<file path="src/rtl/mem_arb_pkg.sv">
// mem_arb_pkg
// Shared definitions for the unified memory-port arbiter.
//   owner_e : which requester owns the access whose response is due next
//             cycle (none, instruction fetch, data read, data write).
//   REQ_IF / REQ_D : bit positions of the fetch and data requester inside
//             the two-bit request/grant vectors.
package mem_arb_pkg;

    typedef enum logic [1:0] {
        OWN_NONE = 2'b00,
        OWN_IF   = 2'b01,
        OWN_DRD  = 2'b10,
        OWN_DWR  = 2'b11
    } owner_e;

    localparam int REQ_IF = 0;
    localparam int REQ_D  = 1;

endpackage

</file>
<file path="src/rtl/mem_arb_pick.sv">
// mem_arb_pick
// Combinational two-way picker for the shared memory port.
// Configuration macro: MEM_ARB_RR_EN
//   defined     : round-robin on conflicts, the requester that did not win
//                 the previous conflict wins this one.
//   not defined : fixed priority, data always beats fetch.
// Ports:
//   req_i      [1:0] requests, indexed by REQ_IF / REQ_D
//   last_win_i       winner of the most recent conflict (0 = fetch, 1 = data)
//   gnt_o      [1:0] one-hot (or zero) grant, same indexing as req_i
module mem_arb_pick
    import mem_arb_pkg::*;
(
    input  logic [1:0] req_i,
    input  logic       last_win_i,
    output logic [1:0] gnt_o
);

    // Data wins by default because the current instruction's load/store
    // has to complete before the next instruction can be fetched.
    always_comb begin
        gnt_o = 2'b00;
`ifdef MEM_ARB_RR_EN
        if (req_i[REQ_IF] && req_i[REQ_D]) begin
            if (last_win_i) begin
                gnt_o[REQ_IF] = 1'b1;
            end else begin
                gnt_o[REQ_D] = 1'b1;
            end
        end else begin
            gnt_o = req_i;
        end
`else
        if (req_i[REQ_D]) begin
            gnt_o[REQ_D] = 1'b1;
        end else if (req_i[REQ_IF]) begin
            gnt_o[REQ_IF] = 1'b1;
        end
`endif
    end

`ifndef MEM_ARB_RR_EN
    // Fixed priority ignores the history input.
    logic unused_last_win;
    assign unused_last_win = last_win_i;
`endif

endmodule

</file>
<file path="src/rtl/mem_port_arbiter.sv">
// mem_port_arbiter
// Arbitrates the single unified Mem port between instruction fetch and
// load/store, drives the memory control/address/data, routes the registered
// read data back to the owner one cycle after the grant, and counts cycles in
// which both requesters competed.
// Configuration macro: MEM_ARB_RR_EN (round-robin on conflicts; without it
// data has fixed priority and no last-winner register exists).
// Ports:
//   clk, rst (async, active-low)
//   if_req/if_addr -> if_gnt, if_rvalid, if_rdata     fetch requester
//   d_req/d_we/d_addr/d_wdata -> d_gnt, d_rvalid, d_rdata   data requester
//   mem_read, mem_write, mem_addr, mem_wdata -> Mem;  mem_rdata <- Mem
//   conflict_cnt  saturating count of contention cycles
module mem_port_arbiter
    import mem_arb_pkg::*;
#(
    parameter int ADDR_W = 7,
    parameter int DATA_W = 32,
    parameter int CNT_W  = 16
) (
    input  logic              clk,
    input  logic              rst,
    input  logic              if_req,
    input  logic [ADDR_W-1:0] if_addr,
    output logic              if_gnt,
    output logic              if_rvalid,
    output logic [DATA_W-1:0] if_rdata,
    input  logic              d_req,
    input  logic              d_we,
    input  logic [ADDR_W-1:0] d_addr,
    input  logic [DATA_W-1:0] d_wdata,
    output logic              d_gnt,
    output logic              d_rvalid,
    output logic [DATA_W-1:0] d_rdata,
    output logic              mem_read,
    output logic              mem_write,
    output logic [ADDR_W-1:0] mem_addr,
    output logic [DATA_W-1:0] mem_wdata,
    input  logic [DATA_W-1:0] mem_rdata,
    output logic [CNT_W-1:0]  conflict_cnt
);

    logic [1:0]       reqVec;
    logic [1:0]       gnt;
    logic             conflict;
    logic             lastWinSel;
    owner_e           owner_q, owner_d;
    logic [CNT_W-1:0] cnt_q, cnt_d;

    // Requests are masked while reset is asserted so no grant or memory
    // strobe can escape during reset.
    assign reqVec[REQ_IF] = if_req & rst;
    assign reqVec[REQ_D]  = d_req & rst;
    assign conflict       = reqVec[REQ_IF] & reqVec[REQ_D];

`ifdef MEM_ARB_RR_EN
    logic lastWin_q, lastWin_d;

    // Only conflicts update the history; uncontested grants leave it alone.
    always_comb begin
        lastWin_d = lastWin_q;
        if (conflict) begin
            lastWin_d = gnt[REQ_D];
        end
    end

    always_ff @(posedge clk or negedge rst) begin
        if (!rst) begin
            lastWin_q <= 1'b0;
        end else begin
            lastWin_q <= lastWin_d;
        end
    end

    assign lastWinSel = lastWin_q;
`else
    assign lastWinSel = 1'b0;
`endif

    mem_arb_pick uPick (
        .req_i      (reqVec),
        .last_win_i (lastWinSel),
        .gnt_o      (gnt)
    );

    assign if_gnt = gnt[REQ_IF];
    assign d_gnt  = gnt[REQ_D];

    // Grant-cycle memory drive; everything is zero when nobody is granted.
    always_comb begin
        mem_read  = 1'b0;
        mem_write = 1'b0;
        mem_addr  = '0;
        mem_wdata = '0;
        owner_d   = OWN_NONE;
        if (gnt[REQ_D]) begin
            mem_read  = ~d_we;
            mem_write = d_we;
            mem_addr  = d_addr;
            mem_wdata = d_wdata;
            owner_d   = d_we ? OWN_DWR : OWN_DRD;
        end else if (gnt[REQ_IF]) begin
            mem_read  = 1'b1;
            mem_addr  = if_addr;
            mem_wdata = d_wdata;
            owner_d   = OWN_IF;
        end
    end

    // Saturating contention counter.
    always_comb begin
        cnt_d = cnt_q;
        if (conflict && (cnt_q != '1)) begin
            cnt_d = cnt_q + {{(CNT_W-1){1'b0}}, 1'b1};
        end
    end

    always_ff @(posedge clk or negedge rst) begin
        if (!rst) begin
            owner_q <= OWN_NONE;
            cnt_q   <= '0;
        end else begin
            owner_q <= owner_d;
            cnt_q   <= cnt_d;
        end
    end

    assign conflict_cnt = cnt_q;

    // Response cycle: the owner recorded at the last edge picks up the
    // registered memory data; a completed store returns zero data.
    always_comb begin
        if_rvalid = 1'b0;
        if_rdata  = '0;
        d_rvalid  = 1'b0;
        d_rdata   = '0;
        case (owner_q)
            OWN_IF: begin
                if_rvalid = 1'b1;
                if_rdata  = mem_rdata;
            end
            OWN_DRD: begin
                d_rvalid = 1'b1;
                d_rdata  = mem_rdata;
            end
            OWN_DWR: begin
                d_rvalid = 1'b1;
            end
            default: ;
        endcase
    end

endmodule

</file>
<file path="config.mk">
export PLATFORM = sky130hd
export DESIGN_NAME = mem_port_arbiter
export DESIGN_NICKNAME = d
export VERILOG_FILES = /design/src/rtl/mem_arb_pkg.sv /design/src/rtl/mem_arb_pick.sv /design/src/rtl/mem_port_arbiter.sv
export SDC_FILE = /design/constraint.sdc
export NUM_CORES = 1
export LEC_CHECK = 0
export ABC_AREA = 1
export BUFFER_PORTS_ARGS = -buffer_cell sky130_fd_sc_hd__buf_2
export CAP_MARGIN = 0
export CORE_MARGIN = 4
export CORE_UTILIZATION = 35
export DETAILED_ROUTE_END_ITERATION = 8
export GPL_ROUTABILITY_DRIVEN = 0
export PLACE_DENSITY = 0.82
export SYNTH_ARGS = -nofsm -noshare
export SYNTH_HDL_FRONTEND = slang
export SYNTH_SLANG_ARGS = --single-unit
</file>
<file path="constraint.sdc">
create_clock -name clk -period 2.1 [get_ports clk]
set_clock_uncertainty 0.1 [all_clocks]
set_input_delay 0.105 -clock clk [delete_from_list [all_inputs] [get_ports clk]]
set_output_delay 0.105 -clock clk [all_outputs]
set_load 0.02 [all_outputs]
</file>
* Word-level counts from Yosys, hierarchy flattened *
Index checks and enable logic that the tools add are counted.

operators by class
  reduce and logical (&&, ||, !) cells = 2
  muxes and demuxes = 17
  add/sub/neg operators = 1
  equal/unequal tests = 4
  bitwise operators = 4

operator list
  operator                                             number
  two-way mux 32 bit                                   4
  adder 16 x 1 -> 16 bit, second input constant        1
  inequality test 16 bit, second input constant        1
  two-way mux 7 bit                                    2
  two-way mux 1 bit                                    10
  equality test 2 bit, second input constant           2
  AND 1 bit                                            3
  equality test 2 x 1 -> 1 bit, second input constant  1
  two-way mux 2 bit                                    1
  OR reduction 2 bit                                   1
  logical AND 1 bit                                    1
  NOT 1 bit                                            1

storage, ports and cells
  output and inout port bits = 125
  logic and storage cells = 30
  bits of input ports = 83
  bits in registers = 18

* Longest topological paths before layout *
Gate-level depths: netlist (run 1).

  word-level depth = 5
  depth in mapped cells = 9
  mapped depth without buffers = 8

* Cells and area by module *
A second synthesis (run 1) with hierarchy kept.

unflattened totals
  cell total of the unflattened synthesis = 362
  area, all modules = 1894.3 sq um

by module, submodules not included
  module            sequential area each (sq um)  cells each  instances  area an instance (sq um)
  mem_port_arbiter  450.4                         359         1          1876.8
  mem_arb_pick      0.0                           3           1          17.5

* Worst setup path before layout (run 1) *
OpenSTA, ideal clock, no wires.

  kind = reg-to-reg
  start point = reg cnt_q[0] (netlist: conflict_cnt[0])
  end point = reg cnt_q[2] (netlist: conflict_cnt[2])
  data arrival time = 1.513 ns
  stages on the path, launching flop included = 9
  setup time = 0.118 ns
  path slack = 0.368 ns
  data required time = 1.882 ns
  period minus slack after synthesis = 1.732 ns
  path buffers = 1
  cells stage by stage = dfrtp_1 > ha_1 > nand3_4 > clkinv_2 > nand2_2 > o21a_4 > buf_6 > nand2_1 > nand2_1

on the way
  longest elaborated chain between the ends = 2
  elaborated cells between the ends (all ways) = 3
  classes of those cells = add/sub: 1; eq/ne: 1; reduce/logical: 1

ends and longest elaborated chain
  element                                                                         line                     RTL
  from (decl)                                                                     mem_port_arbiter.sv:48   logic [CNT_W-1:0] cnt_q, cnt_d;
  from (signal assigned)                                                          mem_port_arbiter.sv:124  cnt_q <= cnt_d;
  parallel branches: the longest is 2 deep, another holds adder 16 x 1 -> 16 bit  n/a

Several ways; the timed one is not identified.
A chain may end at the register's enable or synchronous reset.

* Final worst setup path (run 1) *
  start point = in rst
  end point = out mem_addr[3]

on the way
  longest elaborated chain between the ends = 5
  elaborated cells between the ends (all ways) = 7
  classes of those cells = mux: 5; bitwise: 2

ends and longest elaborated chain
  element                line                     RTL
  from (decl)            mem_port_arbiter.sv:22   input logic rst,
  AND 1 bit              mem_port_arbiter.sv:52   assign reqVec[REQ_IF] = if_req & rst;
  two-way mux 1 bit      mem_arb_pick.sv:36       end else if (req_i[REQ_IF]) begin
  two-way mux 1 bit      mem_arb_pick.sv:34       if (req_i[REQ_D]) begin
  two-way mux 7 bit      mem_port_arbiter.sv:102  end else if (gnt[REQ_IF]) begin
  two-way mux 7 bit (*)  mem_port_arbiter.sv:96   if (gnt[REQ_D]) begin
  to (decl)              mem_port_arbiter.sv:37   output logic [ADDR_W-1:0] mem_addr,

Mark *: on every way between the ends. The rest lies on a longest branch, timed or not.

==> results of run 1 <==
==> routing by layer <==
metal / GRT usage, % / share of wire, % / wire length [microns]
met1: 23.9 / 38 / 2870
met2: 37.7 / 50 / 3790
met3: 5.88 / 12 / 874
met4: 4.05 / 0.70 / 53
met5: 0 / 0 / 0
==> kinds of logic (layout without fill, tap and decap cells) <==
group                      after synthesis  in the layout  share of synthesized area, %
adders and majority gates                1              1                         0.676
and+or+nand+nor                        216            216                          48.1
xor gates and xnor gates                 7              7                          3.31
AOI/OAI and AO/OA                       10             10                          4.66
buffers and inverters                   89            292                          18.9
DFF                                     18             18                          24.3
==> sequential cells by signal (all words and copies together) (netlist names) <==
register      flops
owner_q           2
conflict_cnt     16
==> layout by cell type, fill, tap and decap left out, types with 3 or more instances in the layout <==
| master | instances |
|---|---|
| nor2_1 | 115 |
| clkbuf_8 | 4 |
| nand2_2 | 5 |
| xnor2_1 | 4 |
| nand2_1 | 77 |
| a22o_1 | 7 |
| buf_4 | 3 |
| inv_1 | 75 |
| xor2_1 | 3 |
| nand3_1 | 6 |
| nand4_1 | 5 |
| buf_2 | 207 |
| dfrtp_1 | 18 |
==> worst min path at each step <==
| stage | startpoint | to | slack [ns] | depth (start not counted) |
|---|---|---|---|---|
| finish | d_we | owner_q[0] | 0.16 | 4 |
| floorplan | rst | conflict_cnt[0] | -0.29 | 0 |
| CTS | d_we | owner_q[0] | 0.16 | 4 |
| global placement | rst | conflict_cnt[2] | 0.06 | 2 |
| detailed placement | rst | conflict_cnt[1] | 0.06 | 2 |
| global route | d_we | owner_q[0] | 0.19 | 4 |
==> final cells by class <==
type | count | area, sq um | share of cell area [%]
well taps | 70 | 87.6 | 2.91
repair buffers | 211 | 1070 | 35.5
clock buffers | 4 | 55.1 | 1.83
multi-input cells | 234 | 1050 | 35.1
inverters | 77 | 290 | 9.65
flip-flops and latches | 18 | 450 | 15.0
==> where the power goes <==
| part | internal [uW] | switching [uW] |
|---|---|---|
| clock | 167 | 124 |
| combinational | 198 | 348 |
| sequential | 370 | 43.2 |
==> metrics by stage <==
stage	power [uW]	cells	utilization [%]	hold slack, ns	instance area (sq um)
floorplan	734	341	-	-0.291	1850
global placement	953	609	57.6	0.0621	2940
detailed placement	965	609	57.6	0.0614	2940
CTS	1250	614	58.9	0.159	3010
global route	1330	614	58.9	0.191	3010
finish	1250	614	58.9	0.163	3010
==> worst max-delay path, cell delays in order <==
cell and delay [ns]:
dlygate4sd3_1 0.53, buf_2 0.16, nand2_1 0.09, nor2_1 0.45, a22o_1 0.23, buf_2 0.17
==> results.py, run 1 <==
metrics = {
    "run_status": {
        "status": "complete, no violations",
    },
    "place": {
        "place_ws_ns": 0.432,
        "port-buffer-count": 207,
        "hpwl_microns": 6420,
    },
    "clocking": {
        "htree_levels": 1,
        "cts_setup_buffers": 0,
        "cts-resized-gates": 0,
        "cts.clk_slew.worst_paths_ns": 0.07,
        "cts_root_buf": "clkbuf_8",
        "clock-sinks": 18,
        "cts_buffer_depth": 2,
        "tritoncts": "built",
        "cts-buffers-inserted": 3,
        "postCtsHoldBufs": 1,
        "worstSkewPairLatency_ns": 0.26,
    },
    "power": {
        "total_leakage_power_uw": 0.00212,
        "ir_worst_vdd_v": 0.000306,
        "p_per_area_nw_per_um2": 416,
    },
    "route": {
        "vias": 2686,
        "drc": 0,
        "wire_per_inst_microns": 12.4,
        "avgViaCountPerCell": 4.37,
        "antenna_left": 0,
        "drt_wl_total_microns": 7590,
        "drt-initial-drc-count": 37,
        "drt-pass1-iter-count": 4,
    },
    "synthesis": {
        "syn_nets": 425,
        "synthFlopType": "dfrtp_1",
        "synth_edf_count": 0,
        "synth-async-reset-ratio_pct": 100,
        "syn_inst": 341,
        "synth_area_leader_cell": "dfrtp_1",
        "synthTopCellsByCount": "nor2_1 (115), nand2_1 (77), inv_1 (75)",
        "seq_area_frac_synth_pct": 24.3,
        "synth_top_area_share_pct": 24.3,
        "ys_types": 24,
        "netlist_area_sq_um": 1850,
        "synthMostInstantiatedCell": "nor2_1",
        "yosysWarnings": 0,
        "ys_ff_latch": 18,
        "synth.area.top_cells": "dfrtp_1 (24%), nor2_1 (23%), nand2_1 (16%), inv_1 (15%), a22o_1 (3.3%)",
        "postSynthAreaPerCell_sq_um": 5.43,
    },
    "die": {
        "die-area_sq_um": 6520,
        "io_pins": 208,
        "num_rows": 26,
        "initial_utilization_pct": 36.3,
        "fp.dieW_microns": 80.7,
        "die_height_microns": 80.7,
        "coreArea_sq_um": 5110,
    },
    "global_route": {
        "overflow": 0,
        "grt_pass1_vias": 2371,
        "grt_pass1_wl_microns": 10700,
        "antenna_found_initial": 0,
        "grt_max_degree": 34,
        "grt_usage_pct": 20.6,
    },
    "worst_hold_path": {
        "hold_class": "input port to flop",
    },
    "critical_path": {
        "cp_max_fo": 9,
        "rrSetupSlack_ns": 0.42,
        "startpoint_type": "input port",
        "crit_start": "rst",
        "r2r_end": "conflict_cnt[0]",
        "cp.arrival_ns": 1.73,
        "crit_end": "mem_addr[3]",
        "r2r_cells": 7,
        "critPathKind": "input port to primary output",
        "cp.required_ns": 1.89,
        "endpoint_kind": "primary output",
        "r2r_start": "conflict_cnt[0]",
    },
    "sta": {
        "finalCriticalPeriod_ns": 1.94,
        "post-route-period-util_pct": 92.2,
        "fmax_ghz": 0.516,
        "finalHoldViolations": 0,
        "fin_ws_ns": 0.163,
        "tns_ns": 0,
        "worstMarginPinSlew_ns": 0.885,
        "finalMaxSlewViolations": 0,
        "slew-limit-headroom_pct": 40.9,
        "setup_viol": 0,
        "rsz0062_at_grt": "false",
    },
    "final_layout": {
        "layout-drive-gt1-share_pct": 42.1,
        "num_antenna_cells": 0,
        "nNetsFinal": 629,
        "areaGrowthSynthToFinish_pct": 62.4,
        "fill_cells": 543,
    },
    "job": {
        "maxCapViolCount": 0,
    },
}
Power figures use the tool's default switching activity.
==> inputs of run 2 (changes only) <==
CORE_AREA = 4 4 78 80   (was default)
CORE_MARGIN = default   (was 4)
CORE_UTILIZATION = default   (was 35)
DIE_AREA = 0 0 82 84   (was default)
PLACE_DENSITY = 0.8   (was 0.82)
clock period = 2.4 ns   (was 2.1 ns; I/O delays follow)
==> results.py, run 2 (synthesis gave the netlist of run 1 again) <==
metrics = {
    "critical_path": {
        "max_stage_delay_ns": 0.52,
        "critPathKind": "input port to primary output",
        "critPathBufInv": 3,
        "r2r_end": "conflict_cnt[9]",
        "cp_top_family": "buffers and inverters",
        "endpoint_kind": "primary output",
        "startpoint_type": "input port",
        "r2r_start": "conflict_cnt[0]",
        "crit_chain": "dlygate4sd3_1 -> buf_2 -> nand2_1 -> nor2_1 -> a22o_1 -> buf_2",
        "r2r_cells": 7,
        "crit_top_cell": "buf_2",
        "slowest_stage": "dlygate4sd3_1",
        "cp_max_fo": 9,
        "rrSetupSlack_ns": 0.74,
        "cp.arrival_ns": 1.80,
        "cp.required_ns": 2.18,
    },
    "die": {
        "fp.dieW_microns": 82,
        "die-area_sq_um": 6890,
        "initial_utilization_pct": 34.3,
        "die_height_microns": 84,
        "io_pins": 208,
        "num_rows": 27,
        "coreArea_sq_um": 5410,
    },
    "sta": {
        "fmax_ghz": 0.496,
        "finalMaxSlewViolations": 0,
        "finalCriticalPeriod_ns": 2.02,
        "rsz0062_at_grt": "false",
        "tns_ns": 0,
        "worstMarginPinSlew_ns": 0.895,
        "post-route-period-util_pct": 84.0,
        "finalHoldViolations": 0,
        "setup_viol": 0,
        "slew-limit-headroom_pct": 40.3,
    },
    "power": {
        "p_seq_share_pct": 32.8,
        "power_switching_uw": 448,
        "total_leakage_power_uw": 0.00212,
        "swShare_pct": 41.1,
        "ir_worst_vdd_v": 0.000442,
        "pwr-share-comb_pct": 44.1,
        "clockPowerShare_pct": 23.1,
        "cellInternalPower_uw": 643,
        "p_per_area_nw_per_um2": 363,
    },
    "final_layout": {
        "fill_cells": 554,
        "nNetsFinal": 629,
        "areaGrowthSynthToFinish_pct": 62.5,
        "layout-drive-gt1-share_pct": 42.1,
        "largest_reg_flops": 16,
        "num_antenna_cells": 0,
        "fin_cells": 616,
        "final_common_cell": "buf_2",
        "final_cell_mix": "buf_2 (207), nor2_1 (115), nand2_1 (77)",
    },
    "clocking": {
        "tritoncts": "built",
        "htree_levels": 1,
        "cts-resized-gates": 0,
        "cts_setup_buffers": 0,
        "worstSkewPairLatency_ns": 0.26,
        "cts-buffers-inserted": 3,
        "cts_root_buf": "clkbuf_8",
        "clock-sinks": 18,
        "cts.clk_slew.worst_paths_ns": 0.07,
        "cts_buffer_depth": 2,
    },
    "place": {
        "dp_cells": 611,
        "port-buffer-count": 207,
        "hpwl_microns": 6560,
    },
    "run_status": {
        "status": "complete, no violations",
    },
    "global_route": {
        "grt_pass1_vias": 2563,
        "antenna_found_initial": 0,
        "overflow": 0,
        "grt_max_degree": 34,
        "grt_usage_pct": 21.2,
        "grt_pass1_wl_microns": 11800,
    },
    "route": {
        "vias": 2671,
        "antenna_left": 0,
        "wire_per_inst_microns": 12.5,
        "drt-pass1-iter-count": 4,
        "drt-initial-drc-count": 51,
        "drt_wl_total_microns": 7720,
        "avgViaCountPerCell": 4.34,
        "drc": 0,
    },
    "worst_hold_path": {
        "hold_class": "input port to async pin",
    },
    "job": {
        "maxCapViolCount": 0,
    },
}
run 2: final cells by class:
class | instances | area [sq um] | area share [%]
inverters | 77 | 290 | 9.65
clock buffers | 4 | 55.1 | 1.83
multi-input cells | 234 | 1050 | 35.1
repair buffers | 211 | 1070 | 35.5
flip-flops and latches | 18 | 450 | 15.0
well taps | 72 | 90.1 | 2.99
run 2: power groups by stage:
stage	sequential, uW	clock, uW	combinational (uW)
6_report	358	252	481
5_1_grt	363	276	527
4_1_cts	358	256	485
3_5_place_dp	364	0	481
3_3_place_gp	362	0	478
2_1_floorplan	383	0	259
run 2: per-layer routing:
metal | global-route usage (%) | vias to the layer above | routed length (microns)
li1 | - | 1382 | -
met1 | 23.3 | 1129 | 2880
met2 | 38.1 | 148 | 3800
met3 | 8.21 | 12 | 987
met4 | 3.78 | 0 | 63
met5 | 0 | - | 0
run 2: worst max-delay path by stage:
stage | endpoint | cells after the start | slack, ns | start
CTS | mem_addr[0] | 6 | 0.38 | rst
finish | mem_addr[0] | 6 | 0.38 | rst
floorplan | conflict_cnt[2] | 8 | 0.67 | conflict_cnt[0]
detailed placement | conflict_cnt[5] | 7 | 0.76 | conflict_cnt[0]
global route | mem_addr[0] | 6 | 0.22 | rst
global placement | conflict_cnt[15] | 7 | 0.83 | conflict_cnt[0]
run 2: per-stage QoR:
stage               util, %  area [sq um]  total power [uW]  setup slack [ns]  hold slack, ns
detailed placement     54.5          2940               846             0.756          -0.146
global route           55.7          3010              1170             0.219           0.131
global placement       54.5          2940               839             0.825          -0.147
finish                 55.7          3010              1090             0.383           0.114
floorplan                 -          1850               642             0.668          -0.276
CTS                    55.7          3010              1100             0.378           0.115
run 2: what timing repair did:
item,CTS,global route
endpoints found under the hold margin,18,0
endpoints found under the setup margin,0,0
hold buffers,1,0
